[src/rtl/run_ctrl_counters_pkg.sv]
// Shared definitions for the run-control / performance-counter unit:
// run-state encoding and the readback-select width helper.
package run_ctrl_pkg;

    typedef logic [1:0] run_state_t;

    localparam run_state_t RUN    = 2'd0;
    localparam run_state_t PAUSED = 2'd1;
    localparam run_state_t HALTED = 2'd2;
    localparam run_state_t STEP   = 2'd3;

    // Select 0 is the cycle counter, 1..num_events are the event channels.
    function automatic int sel_width(input int num_events);
        return $clog2(num_events + 1);
    endfunction

endpackage

[src/rtl/run_ctrl_counters_event_counter.sv]
// Single performance counter with synchronous clear, wrap or saturate on
// increment at all-ones, and a sticky overflow flag.
module event_counter #(
    parameter int CNT_WIDTH = 32,
    parameter int SATURATE  = 0
) (
    input  logic                 clk,
    input  logic                 rst,
    input  logic                 inc,
    input  logic                 clear,
    output logic [CNT_WIDTH-1:0] count,
    output logic                 overflow
);

    logic [CNT_WIDTH-1:0] count_q, count_d;
    logic                 ovf_q, ovf_d;

    always_ff @(posedge clk or negedge rst) begin
        if (!rst) begin
            count_q <= '0;
            ovf_q   <= 1'b0;
        end else begin
            count_q <= count_d;
            ovf_q   <= ovf_d;
        end
    end

    // Clear beats a simultaneous increment.
    always_comb begin
        count_d = count_q;
        ovf_d   = ovf_q;
        if (clear) begin
            count_d = '0;
            ovf_d   = 1'b0;
        end else if (inc) begin
            if (&count_q) begin
                ovf_d   = 1'b1;
                count_d = (SATURATE != 0) ? count_q : '0;
            end else begin
                count_d = count_q + 1'b1;
            end
        end
    end

    assign count    = count_q;
    assign overflow = ovf_q;

endmodule

[src/rtl/run_ctrl_counters.sv]
// Run control (pause / single-step / syscall halt) producing the PC enable,
// plus gated cycle and event counters with registered channel readback.
module run_ctrl_counters
    import run_ctrl_pkg::*;
#(
    parameter int NUM_EVENTS  = 3,
    parameter int CNT_WIDTH   = 32,
    parameter int SATURATE    = 0,
    parameter int SYNC_STAGES = 2,
    parameter int SEL_W       = sel_width(NUM_EVENTS)
) (
    input  logic                  clk,
    input  logic                  rst,
    input  logic                  pause_btn,
    input  logic                  step_btn,
    input  logic                  halt_req,
    input  logic [NUM_EVENTS-1:0] events,
    input  logic                  clear,
    input  logic [SEL_W-1:0]      rd_sel,
    output logic                  pc_enable,
    output logic [1:0]            run_state,
    output logic [CNT_WIDTH-1:0]  rd_data,
    output logic [NUM_EVENTS:0]   overflow
);

    logic [SYNC_STAGES-1:0] fill_q;
    logic [1:0]             btn_raw;
    logic [1:0]             btn_p;
    logic                   pause_p, step_p;

    assign btn_raw = {step_btn, pause_btn};

    // fill_q marks when the synchronisers hold real post-reset samples; until
    // then the edge detector keeps prev at 1 so a button held through reset
    // never produces a pulse.
    always_ff @(posedge clk or negedge rst) begin
        if (!rst) fill_q <= '0;
        else      fill_q <= {fill_q[SYNC_STAGES-2:0], 1'b1};
    end

    for (genvar b = 0; b < 2; b++) begin : g_btn
        logic [SYNC_STAGES-1:0] sync_q;
        logic                   prev_q;

        always_ff @(posedge clk or negedge rst) begin
            if (!rst) begin
                sync_q <= '0;
                prev_q <= 1'b1;
            end else begin
                sync_q <= {sync_q[SYNC_STAGES-2:0], btn_raw[b]};
                prev_q <= fill_q[SYNC_STAGES-1] ? sync_q[SYNC_STAGES-1] : 1'b1;
            end
        end

        assign btn_p[b] = sync_q[SYNC_STAGES-1] & ~prev_q;
    end

    assign pause_p = btn_p[0];
    assign step_p  = btn_p[1];

    run_state_t state_q, state_d;
    logic       ret_paused_q, ret_paused_d;

    always_ff @(posedge clk or negedge rst) begin
        if (!rst) begin
            state_q      <= RUN;
            ret_paused_q <= 1'b0;
        end else begin
            state_q      <= state_d;
            ret_paused_q <= ret_paused_d;
        end
    end

    // pause_p outranks step_p everywhere; halt_req only matters in RUN.
    always_comb begin
        state_d      = state_q;
        ret_paused_d = ret_paused_q;
        case (state_q)
            RUN: begin
                if (halt_req)     state_d = HALTED;
                else if (pause_p) state_d = PAUSED;
            end
            PAUSED: begin
                if (pause_p) begin
                    state_d = RUN;
                end else if (step_p) begin
                    state_d      = STEP;
                    ret_paused_d = 1'b1;
                end
            end
            HALTED: begin
                if (pause_p) begin
                    state_d      = STEP;
                    ret_paused_d = 1'b0;
                end else if (step_p) begin
                    state_d      = STEP;
                    ret_paused_d = 1'b1;
                end
            end
            STEP:    state_d = ret_paused_q ? PAUSED : RUN;
            default: state_d = RUN;
        endcase
    end

    always_comb begin
        pc_enable = ((state_q == RUN) && !halt_req) || (state_q == STEP);
        run_state = state_q;
    end

    logic [NUM_EVENTS:0]  inc;
    logic [CNT_WIDTH-1:0] cnt [NUM_EVENTS+1];

    // Channel 0 is the cycle counter; every channel is gated by pc_enable.
    assign inc = {events, 1'b1} & {(NUM_EVENTS + 1){pc_enable}};

    for (genvar i = 0; i <= NUM_EVENTS; i++) begin : g_cnt
        event_counter #(
            .CNT_WIDTH (CNT_WIDTH),
            .SATURATE  (SATURATE)
        ) u_cnt (
            .clk      (clk),
            .rst      (rst),
            .inc      (inc[i]),
            .clear    (clear),
            .count    (cnt[i]),
            .overflow (overflow[i])
        );
    end

    logic [CNT_WIDTH-1:0] rd_data_q, rd_data_d;

    always_comb begin
        rd_data_d = '0;
        for (int i = 0; i <= NUM_EVENTS; i++) begin
            if (rd_sel == SEL_W'(i)) rd_data_d = cnt[i];
        end
    end

    always_ff @(posedge clk or negedge rst) begin
        if (!rst) rd_data_q <= '0;
        else      rd_data_q <= rd_data_d;
    end

    assign rd_data = rd_data_q;

endmodule

[config.mk]
export PLATFORM = sky130hd
export DESIGN_NAME = run_ctrl_counters
export DESIGN_NICKNAME = d
export VERILOG_FILES = /design/src/rtl/run_ctrl_counters_pkg.sv /design/src/rtl/run_ctrl_counters_event_counter.sv /design/src/rtl/run_ctrl_counters.sv
export SDC_FILE = /design/constraint.sdc
export NUM_CORES = 1
export LEC_CHECK = 0
export CORE_MARGIN = 1
export CORE_UTILIZATION = 52
export CTS_CLUSTER_DIAMETER = 50
export DETAILED_ROUTE_END_ITERATION = 10
export PLACE_DENSITY = 0.8
export SKIP_LAST_GASP = 1
export SYNTH_ARGS = -nofsm -noshare
export SYNTH_HDL_FRONTEND = slang
export SYNTH_HIERARCHICAL = 1
export SYNTH_SLANG_ARGS = --single-unit
[constraint.sdc]
create_clock -name clk -period 2.95 [get_ports clk]
set_input_delay 0.4425 -clock clk [delete_from_list [all_inputs] [get_ports clk]]
set_output_delay 0.4425 -clock clk [all_outputs]
set_load 0.01 [all_outputs]
Word-level counts from Yosys, hierarchy flattened:

Cells that the tools add are included.

* word-level logic and storage cells: 97
* input port bits: 11
* register bits: 175
* output and inout port bits: 39

* bitwise gates (word level): 5
* reduce and logical (&&, ||, !) cells: 23
* multiplexer cells: 41
* equal/unequal tests: 8
* add/subtract/negate cells: 4

Operators by type and width (count)
* 32-bit two-way mux: 16
* 32-bit by 1-bit adder with 32-bit output (second input constant): 4
* 32-bit AND reduction: 4
* 1-bit two-way mux: 18
* 2-bit nonzero test: 9
* 2-bit two-way mux: 5
* 2-bit AND reduction: 5
* 2-bit == test (second input constant): 4
* 2-bit case mux with 4 select lines: 1
* 4-bit AND: 1
* 2-bit by 1-bit == test with 1-bit output (second input constant): 2
* 2-bit logical NOT: 2
* 3-bit inequality test (second input constant): 1
* 1-bit AND: 2
* 2-bit inequality test (second input constant): 1
* 1-bit NOT: 2
* 1-bit case mux with 2 select lines: 1
* 1-bit logical AND: 1
* 1-bit logical NOT: 1
* 1-bit logical OR: 1

Logic depth before layout (Yosys ltp):

Gate-level depths: netlist of run 1.

* depth after elaboration: 6
* gate-level depth with buffers: 9
* gate-level depth less buffers: 8

Cells and area by module:

The synthesis of run 1 kept the hierarchy.

By module, submodules not included
* event_counter at g_cnt[0].u_cnt ...: instances 3, area an instance 1685.4 µm², sequential area each 825.8 µm², cells an instance 171
* run_ctrl_counters: instances 1, area an instance 2033.2 µm², sequential area each 1078.5 µm², cells an instance 104
* event_counter at g_cnt[1].u_cnt: instances 1, area an instance 1691.6 µm², sequential area each 825.8 µm², cells an instance 166

Worst setup path before layout of run 1:

Ideal clock, no wire load.

* path kind: flip-flop to flip-flop
* start: reg state_q[1] (netlist: run_state[1])
* end: reg g_cnt[2].u_cnt.count_q[30]
* cell stages (with the launch flop): 9
* clock period less this slack: 2.308 ns
* setup time: 0.073 ns
* arrival: 2.235 ns
* path buffers: 0
* data required time: 2.877 ns
* slack: 0.642 ns
* cells stage by stage: dfrtp_1 nor3_1 a21oi_1 nor2b_1 o211ai_1 nor3_2 nand2_2 or3_1 a21oi_2

* longest elaborated chain between the ends: 5
* elaborated cells between the ends (all ways): 6
* those cells by class: eq/ne (1); bitwise (1); reduce/logical (4)

RTL lines
* start, declared: line run_ctrl_counters.sv:61 `run_state_t state_q, state_d;`
* start signal, assigned: line run_ctrl_counters.sv:69 `state_q <= state_d;`
* 2-bit logical NOT: line run_ctrl_counters.sv:106 `pc_enable = ((state_q == RUN) && !halt_req) || (state_q == STEP);`
* 1-bit logical AND: line run_ctrl_counters.sv:106
* 1-bit logical OR *: line run_ctrl_counters.sv:106
* 4-bit AND *: line run_ctrl_counters.sv:114 `assign inc = {events, 1'b1} & {(NUM_EVENTS + 1){pc_enable}};`
* via inc[2]: line run_ctrl_counters.sv:110 `logic [NUM_EVENTS:0] inc;`
* 2-bit nonzero test (no line) *
* end signal, assigned: line run_ctrl_counters_event_counter.sv:23 `count_q <= count_d;`
* end, declared: line run_ctrl_counters_event_counter.sv:15 `logic [CNT_WIDTH-1:0] count_q, count_d;`

The timed path passes the listed nets; every way through them passes the cells marked *.
A chain may end at the register's enable or synchronous reset.

Final worst setup path of run 1:

* start: reg state_q[1] (netlist: run_state[1])
* end: out pc_enable

* longest elaborated chain between the ends: 3
* elaborated cells between the ends (all ways): 4
* those cells by class: eq/ne (1); reduce/logical (3)

RTL lines
* 2-bit logical NOT: line run_ctrl_counters.sv:106
* 1-bit logical AND: line run_ctrl_counters.sv:106
* 1-bit logical OR *: line run_ctrl_counters.sv:106
* end, declared: line run_ctrl_counters.sv:20 `output logic pc_enable,`

Every way passes the cells marked *; elsewhere a longest branch is shown, timed or not.

==> results.json, run 1 <==
{
  "htree_levels": 4,
  "ys_seq_elements": 175,
  "seq_area_um2": 4382,
  "cts_tree": "yes",
  "final_core_util": 0.6189,
  "ant_nets": 0,
  "finalHoldViolations": 0,
  "cts-resized-gates": 0,
  "worstMarginPinSlew_ps": 694.2,
  "worst-path-max-fanout": 8,
  "synth_edf_count": 0,
  "dr_total_vias": 6412,
  "finalWirelength_um": 20790,
  "diodes": 0,
  "dpl_cell_area_um2": 9600,
  "finalNonFillerCells": 1092,
  "drt-initial-drc-count": 577,
  "antenna_found_initial": 0,
  "io_pins": 50,
  "hp-class": "reg -> reg",
  "cts_inserted_buffers": 17,
  "async_flop_share": 1.000,
  "area_growth_pct": 16.47,
  "slew_headroom": 0.5372,
  "critical_path_class": "reg -> out",
  "first_pass_iters": 7,
  "die_h_um": 131.9,
  "grt_max_degree": 59,
  "skew_ps": 9.513,
  "outcome": "completed",
  "r2r_start": "run_state[1]$_DFFE_PN0P_",
  "port_buffers": 49,
  "yosys.area.top_type": "dfrtp_1",
  "syn-num-nets": 798,
  "core-area_um2": 16520,
  "rsz0062_at_grt": "false",
  "worstHoldStart": "fill_q[0]$_DFF_PN0_",
  "dp.cells": 1059,
  "p_int_mw": 4.047,
  "synth_area_per_cell_um2": 11.21,
  "nFillCells": 1253,
  "setup_tns_ps": 0,
  "worst_slack_ps": 287.7,
  "fin_crit_sh": 0.9025,
  "root_buffer": "clkbuf_16",
  "p_switching_mw": 1.254,
  "maxSlewViolCount": 0,
  "drc_errors": 0,
  "grt_overflow": 0,
  "combPwrFrac": 0.087,
  "hold_ws_ps": 355.9,
  "p_leak_nw": 4.424,
  "required_ps": 2510,
  "r2r_cells": 8,
  "ctsHoldBuffers": 1,
  "fmax_ghz": 0.3756,
  "synth_top_area_frac": 0.4930,
  "hpwlAfterDp_um": 14290,
  "power_per_cell_area_nw_per_um2": 518.4,
  "maxCapViolations": 0,
  "fp.dieW_um": 131.9,
  "start_kind": "register",
  "p_total_mw": 5.302,
  "period_needed_ps": 2662,
  "grt_pass1_wl_um": 33840,
  "clkLatencyLatePin_ps": 440,
  "path_clk_slew_ps": 70,
  "synth_flop_cell": "dfrtp_1",
  "grtUsageTotal": 0.2547,
  "cp-startpoint": "run_state[1]$_DFFE_PN0P_",
  "grt_pass1_vias": 6361,
  "cts.sinks": 175,
  "hold_depth": 0,
  "synth_area_leaders": "dfrtp_1 (49%), xor2_1 (8.9%), mux4_2 (7.7%), nor2_1 (5.9%), nand3_1 (3.2%)",
  "cp.arrival_ps": 2220,
  "setup_viol": 0,
  "rows": 47,
  "gp_congestion": 0.8875,
  "dpl_worst_slack_ps": 31.01,
  "power.share.clock": 0.437,
  "start_util": 0.5314,
  "yosys_warnings": 6,
  "finalNetCount": 874,
  "wire_per_inst_um": 19.04,
  "peakVddDrop_uv": 548.8,
  "dieArea_um2": 17410,
  "ys_types": 49,
  "final_cell_area_um2": 10230,
  "drive_gt1_frac": 0.1640,
  "switching_share": 0.2366,
  "endpoint_kind": "primary output",
  "synth_area_um2": 8781,
  "cts_buffer_depth": 2,
  "post-cts-setup-buffers": 0,
  "vias_per_cell": 5.872,
  "yosysSeqAreaShare": 0.4990,
  "synthCells": 783,
  "seqPwrFrac": 0.476,
  "multi_input_area_um2": 4118
}
-- state kept, by name, indices dropped and copies added (netlist names) --
signal	cells
run_state	2
rd_data	32
g_btn.prev_q	2
ret_paused_q	1
g_cnt.u_cnt/overflow	4
g_btn.sync_q	4
fill_q	2
g_cnt.u_cnt/count	128
-- cell families after synthesis --
| logic type | after synthesis | share of synthesized area |
|---|---|---|
| compound gates | 36 | 0.02807 |
| xor+xnor | 116 | 0.1157 |
| fa+ha+maj | 4 | 0.005700 |
| buf+inv | 37 | 0.03206 |
| flops | 175 | 0.4990 |
| mux | 34 | 0.08535 |
| other cells | 1 | 0.0004271 |
| simple gates | 380 | 0.2337 |
-- cells in the mapped netlist (4+ instances only) --
master,n
xor2_1,89
and3_2,6
buf_6,10
nor2_1,137
a21oi_1,15
or2_2,4
o21ai_0,4
nor4_1,7
xnor2_1,27
nor2b_1,4
nand2_1,40
ha_1,4
nand3b_1,5
or3_1,7
nand4_1,34
inv_1,11
a21oi_2,4
nor3_1,12
and3_1,19
dfrtp_1,173
nand4_2,9
buf_2,12
nand2b_1,10
nand3_1,57
o2111ai_1,4
and4_1,10
mux4_2,30
-- metal layers --
layer | track usage | vias up | share of wire
met5 | 0 | - | 0
met4 | 0.1163 | 0 | 0.037
met3 | 0.05767 | 55 | 0.059
met2 | 0.4018 | 235 | 0.48
met1 | 0.3377 | 3209 | 0.42
li1 | - | 2913 | -
-- path summary, 6_finish.rpt --
path | endpoint | slack, ps
min in group asynchronous | g_cnt[1].u_cnt/count[25]$_DFFE_PN0P_ | 540
worst min register to register | fill_q[1]$_DFF_PN0_ | 360
max in group asynchronous | g_btn[1].prev_q$_DFF_PN1_ | 1650
worst min-delay path | fill_q[1]$_DFF_PN0_ | 360
worst max register to register | g_cnt[2].u_cnt/count[15]$_DFFE_PN0P_ | 470
worst max-delay path | pc_enable | 290
-- placed cells by master (no fill, tap or decap), types with 15 or more instances in the layout --
cell type and n:
xnor2_1 27, a21oi_1 15, nor2_1 137, nand4_1 34
dfrtp_1 173, mux4_2 30, clkdlybuf4s50_1 47, nand2_1 40
and3_1 19, buf_4 29, clkbuf_16 17, nand3_1 57
xor2_1 89
-- power groups by stage --
stage               combinational (mW)  clock (mW)  sequential (mW)
finish                           0.461        2.32             2.52
global route                     0.503        2.46             2.53
CTS                              0.468        2.35             2.52
detailed placement               0.464           0             2.56
global placement                 0.451           0             2.56
floorplan                        0.252           0             2.56
-- final cells by class --
cell class / instances / share of cell area
sequential: 175 / 0.4284
multi-input combinational: 571 / 0.4026
timing repair buffer: 83 / 0.07769
clock buffer: 20 / 0.04465
tap: 220 / 0.02691
clock inverter: 12 / 0.01566
inverter: 11 / 0.004037
-- critical path: stages, from the launching register on --
cell and delay (ps):
dfrtp_1 470, nor3_1 100, a21oi_1 410, inv_1 130, buf_4 190, clkdlybuf4s50_1 490
(Power assumes the default switching activity.)
==> run 2: changes to the inputs <==
- PLACE_DENSITY: 0.8 -> 0.71
- clock period: 2.95 -> 2.72 ns (I/O delays scaled with it)
==> run 2 against run 1 <==
Net effect:
- sequential cell count is the same
- utilization grew 0.28 points
- worst setup slack lost 100 ps
- worst hold slack lost 7.7 ps
- sequential power up 8.7%
- final cell count grew 0.27%
- register-to-register slack got worse by 260 ps
- global-route usage increased by 1.3 points
- largest cell class unchanged
==> results.json, run 2 (synthesized netlist as in run 1, its figures left out) <==
{
  "start_util": 0.5314,
  "grt_max_degree": 66,
  "hpwlAfterDp_um": 15440,
  "wire_per_inst_um": 19.80,
  "skew_ps": 10.33,
  "finalWirelength_um": 21680,
  "rsz0062_at_grt": "false",
  "seq_area_um2": 4382,
  "maxSlewViolCount": 0,
  "cts_tree": "yes",
  "layout_commonest_cell": "dfrtp_1",
  "nFillCells": 1279,
  "slew_headroom": 0.5412,
  "core-area_um2": 16520,
  "antenna_found_initial": 0,
  "fin_crit_sh": 0.9324,
  "finalNonFillerCells": 1095,
  "gp_congestion": 0.8926,
  "worst-path-max-fanout": 8,
  "drive_gt1_frac": 0.1680,
  "multi_input_area_um2": 4118,
  "clkLatencyLatePin_ps": 430,
  "peakVddDrop_uv": 443.2,
  "start_kind": "register",
  "setup_viol": 0,
  "worstMarginPinSlew_ps": 683.0,
  "power_per_cell_area_nw_per_um2": 562.7,
  "outcome": "completed",
  "cts.sinks": 175,
  "path_clk_slew_ps": 70,
  "dieArea_um2": 17410,
  "required_ps": 2310,
  "htree_levels": 4,
  "cp.arrival_ps": 2130,
  "mostFrequentLayoutCells": "dfrtp_1 (173), nor2_1 (137), xor2_1 (89)",
  "p_leak_nw": 4.440,
  "root_buffer": "clkbuf_16",
  "cts-resized-gates": 0,
  "largest_reg_flops": 128,
  "hp-class": "reg -> reg",
  "setup_tns_ps": 0,
  "port_buffers": 49,
  "vias_per_cell": 5.925,
  "grt_overflow": 0,
  "diodes": 0,
  "grt_pass1_vias": 6753,
  "cts_inserted_buffers": 17,
  "fp.dieW_um": 131.9,
  "r2r_cells": 9,
  "maxCapViolations": 0,
  "dr_total_vias": 6488,
  "hold_depth": 0,
  "fmax_ghz": 0.3943,
  "drc_errors": 0,
  "io_pins": 50,
  "first_pass_iters": 7,
  "ant_nets": 0,
  "finalHoldViolations": 0,
  "endpoint_kind": "primary output",
  "period_needed_ps": 2536,
  "cts_buffer_depth": 2,
  "die_h_um": 131.9,
  "rows": 47,
  "dp.cells": 1062,
  "grtUsageTotal": 0.2674,
  "area_growth_pct": 17.00,
  "critical_path_class": "reg -> out",
  "grt_pass1_wl_um": 35710,
  "drt-initial-drc-count": 532,
  "finalNetCount": 877
}
==> run 2: cell count changes in the layout (fill, tap and decap cells not counted) <==
cell / change
buf_12: +2
clkinv_4: -2
clkinvlp_4: +2
buf_4: +1
clkbuf_1: -1
clkinv_2: +1
==> run 2: through the flow <==
step                        util  total power, mW  hold WS [ps]  setup slack (ps)  instance area, um2
after floorplan                -            3.046         112.4             411.8                8781
after global placement    0.5839            3.276         334.7            -67.42                9648
after detailed placement  0.5839            3.307         334.7            -120.9                9648
after CTS                 0.6217            5.827         351.4             147.4               10270
after global routing      0.6217            5.976         362.0             1.794               10270
final                     0.6217            5.781         348.2             183.9               10270
==> run 2: report_power, final <==
group	total, mW	internal, mW	switching (mW)
Sequential	2.74	2.66	0.0735
Combinational	0.524	0.240	0.284
Clock	2.52	1.49	1.03
==> run 2: worst max-delay path, cell delays in order (launching register included) <==
cell             delay, ps
dfrtp_1                450
nor3_1                 260
a21oi_1                140
inv_1                  130
buf_4                  170
clkdlybuf4s50_1        540
==> run 2: layout make-up <==
| cell class | count | area share |
|---|---|---|
| sequential | 175 | 0.4265 |
| multi-input combinational | 571 | 0.4008 |
| timing repair buffer | 86 | 0.08196 |
| clock buffer | 19 | 0.04409 |
| tap | 220 | 0.02679 |
| clock inverter | 13 | 0.01583 |
| inverter | 11 | 0.004019 |
==> run 2: path summary, 6_finish.rpt <==
kind / startpoint / to / slack, ps
hold / removal: g_btn[0].sync_q[0]$_DFF_PN0_ / g_btn[0].sync_q[1]$_DFF_PN0_ / 350
hold reg to reg: g_btn[0].sync_q[0]$_DFF_PN0_ / g_btn[0].sync_q[1]$_DFF_PN0_ / 350
setup / recovery: run_state[1]$_DFFE_PN0P_ / pc_enable / 180
setup reg to reg: run_state[1]$_DFFE_PN0P_ / g_cnt[2].u_cnt/count[26]$_DFFE_PN0P_ / 210
max in group asynchronous: rst / g_cnt[3].u_cnt/count[9]$_DFFE_PN0P_ / 1530
min in group asynchronous: rst / rd_data[26]$_DFF_PN0_ / 480
==> run 2: what timing repair did <==
| item | 4_1_cts | 5_1_grt |
|---|---|---|
| hold buffers | 1 | 0 |
| hold endpoints to repair | 44 | 0 |
| buffers inserted | 0 | 0 |
==> run 2: per-layer routing <==
| metal | track usage | vias to the layer above | part of all wire |
|---|---|---|---|
| li1 | - | 2925 | - |
| met1 | 0.3445 | 3274 | 0.40 |
| met2 | 0.4318 | 239 | 0.50 |
| met3 | 0.06267 | 50 | 0.068 |
| met4 | 0.1214 | 0 | 0.033 |
| met5 | 0 | - | 0 |
==> run 3: changes to the inputs <==
- GPL_TIMING_DRIVEN: default -> 0
==> run 3 against run 2 <==
Net effect:
- clock power hardly changed
- critical path depth is 4 higher
- non-clock buffer count is 2 lower
==> results.json, run 3 (synthesized netlist as in run 1, its figures left out) <==
{
  "io_pins": 50,
  "vias_per_cell": 5.913,
  "cp_slowest_stage_delay_ps": 470,
  "r2r_slack_ps": 120,
  "dieArea_um2": 17410,
  "start_util": 0.5314,
  "r2r_cells": 9,
  "p_leak_nw": 4.477,
  "fmax_ghz": 0.3848,
  "rsz0062_at_grt": "false",
  "htree_levels": 4,
  "grt_max_degree": 103,
  "skew_ps": 8.454,
  "hpwlAfterDp_um": 15780,
  "first_pass_iters": 5,
  "final_core_util": 0.6238,
  "area_growth_pct": 17.40,
  "r2r_start": "run_state[1]$_DFFE_PN0P_",
  "maxSlewViolCount": 0,
  "final_cell_area_um2": 10310,
  "cp_num_buf_inv": 2,
  "dpl_cell_area_um2": 9569,
  "largest_reg_flops": 128,
  "grtUsageTotal": 0.2653,
  "core-area_um2": 16520,
  "maxCapViolations": 0,
  "clkLatencyLatePin_ps": 430,
  "endpoint_kind": "register",
  "cp.arrival_ps": 2910,
  "slew_headroom": 0.2691,
  "hp-class": "reg -> reg",
  "layout_commonest_cell": "dfrtp_1",
  "hold_depth": 0,
  "drt-initial-drc-count": 546,
  "outcome": "completed",
  "cts_inserted_buffers": 17,
  "diodes": 0,
  "grt_pass1_vias": 6622,
  "power_per_cell_area_nw_per_um2": 558.4,
  "dp.cells": 1052,
  "antenna_found_initial": 0,
  "finalHoldViolations": 0,
  "finalNonFillerCells": 1093,
  "wire_per_inst_um": 20.17,
  "rows": 47,
  "start_kind": "register",
  "drc_errors": 0,
  "r2r-end": "g_cnt[0].u_cnt/count[21]$_DFFE_PN0P_",
  "fin_crit_sh": 0.9554,
  "finalWirelength_um": 22050,
  "cts.sinks": 175,
  "cts_tree": "yes",
  "mostFrequentLayoutCells": "dfrtp_1 (173), nor2_1 (137), xor2_1 (89)",
  "required_ps": 3030,
  "cts_buffer_depth": 2,
  "gp_congestion": 0.8363,
  "dr_total_vias": 6463,
  "peakVddDrop_uv": 443.2,
  "drive_gt1_frac": 0.1753,
  "port_buffers": 48,
  "cp_top_family": "simple AND/OR/NAND/NOR gates",
  "crit_top_cell": "nor3_2",
  "path_cells": "nor3_2 > a21oi_2 > inv_2 > o2111ai_1 > nor3_2 > clkbuf_4 > nand4_1 > xor2_1 > nor2_1",
  "root_buffer": "clkbuf_16",
  "ant_nets": 0,
  "finalNetCount": 875,
  "worstMarginPinSlew_ps": 1096,
  "setup_viol": 0,
  "grt_pass1_wl_um": 35160,
  "die_h_um": 131.9,
  "period_needed_ps": 2599,
  "path_clk_slew_ps": 70,
  "grt_overflow": 0,
  "crit_slowest_cell": "dfrtp_1",
  "worst-path-max-fanout": 10,
  "critical_path_class": "reg -> reg",
  "worstHoldStart": "g_btn[0].sync_q[0]$_DFF_PN0_",
  "worstHoldEndpoint": "g_btn[0].sync_q[1]$_DFF_PN0_",
  "fp.dieW_um": 131.9
}
==> run 3: cell types whose count changed in the layout (fill, tap and decap cells not counted), sizes merged <==
cell,previous run,this run
clkdlybuf4s15,0,1
buf,38,35
clkinv,6,3
clkinvlp,3,4
clkdlybuf4s50,47,46
inv,12,13
clkbuf,19,21
==> run 3: worst max-delay path by stage <==
stage | start | cells past startpoint | slack, ps | endpoint
after floorplan | run_state[1]$_DFFE_PN0P_ | 8 | 410 | g_cnt[2].u_cnt/count[30]$_DFFE_PN0P_
after detailed placement | clear | 6 | -810 | g_cnt[0].u_cnt/count[30]$_DFFE_PN0P_
after CTS | run_state[1]$_DFFE_PN0P_ | 8 | -60 | g_cnt[0].u_cnt/count[30]$_DFFE_PN0P_
after global routing | clear | 7 | 20 | g_cnt[0].u_cnt/count[21]$_DFFE_PN0P_
after global placement | rst | 1 | -5700 | g_cnt[1].u_cnt/count[8]$_DFFE_PN0P_
final | run_state[1]$_DFFE_PN0P_ | 9 | 120 | g_cnt[0].u_cnt/count[21]$_DFFE_PN0P_
==> run 3: power breakdown <==
group	internal [mW]	leakage [nW]	switching, mW	total (mW)
combinational	0.222	1.78	0.287	0.509
clock	1.48	0.283	1.03	2.51
sequential	2.66	2.42	0.0790	2.74
==> run 3: what timing repair did <==
| action | 4_1_cts | 5_1_grt |
|---|---|---|
| resized for setup | 7 | 10 |
| endpoints found under the hold margin | 73 | 0 |
| endpoints found under the setup margin | 63 | 70 |
| pin swaps | 2 | 3 |
| hold buffers | 1 | 0 |
| buffers inserted | 6 | 2 |
==> run 3: area by class of cell <==
class,instances,area (um2)
inverters,11,41.29
clock buffers,20,446.7
fillers,1293,6216
multi-input cells,571,4178
clock inverters,12,160.2
plain buffers,26,242.7
flip-flops and latches,175,4382
repair buffers,58,583.1
well taps,220,275.3
==> run 3: routing by layer <==
metal | vias to the layer above | track usage | part of all wire
met2 | 244 | 0.4283 | 0.49
met5 | - | 0 | 0
met4 | 0 | 0.1072 | 0.029
met1 | 3268 | 0.3511 | 0.42
li1 | 2903 | - | -
met3 | 48 | 0.05652 | 0.059
==> run 3: per-stage QoR <==
| stage | power, mW | worst slack (ps) | TNS [ps] | hold slack (ps) |
|---|---|---|---|---|
| final | 5.756 | 121.3 | 0 | 357.1 |
| after global routing | 5.949 | 15.14 | 0 | 369.3 |
| after CTS | 5.786 | -63.06 | -308.8 | 355.5 |
| after detailed placement | 3.275 | -810.3 | -41370 | 336.5 |
| after global placement | 3.243 | -5698 | -1028110 | 335.5 |
| after floorplan | 3.046 | 411.8 | 0 | 112.4 |
==> run 3: worst reg2reg max path, cell delays in order (launching register included) <==
cell and delay (ps):
dfrtp_1 470, nor3_2 250, a21oi_2 120, inv_2 220, o2111ai_1 270, nor3_2 400, clkbuf_4 320, nand4_1 160
xor2_1 210, nor2_1 70
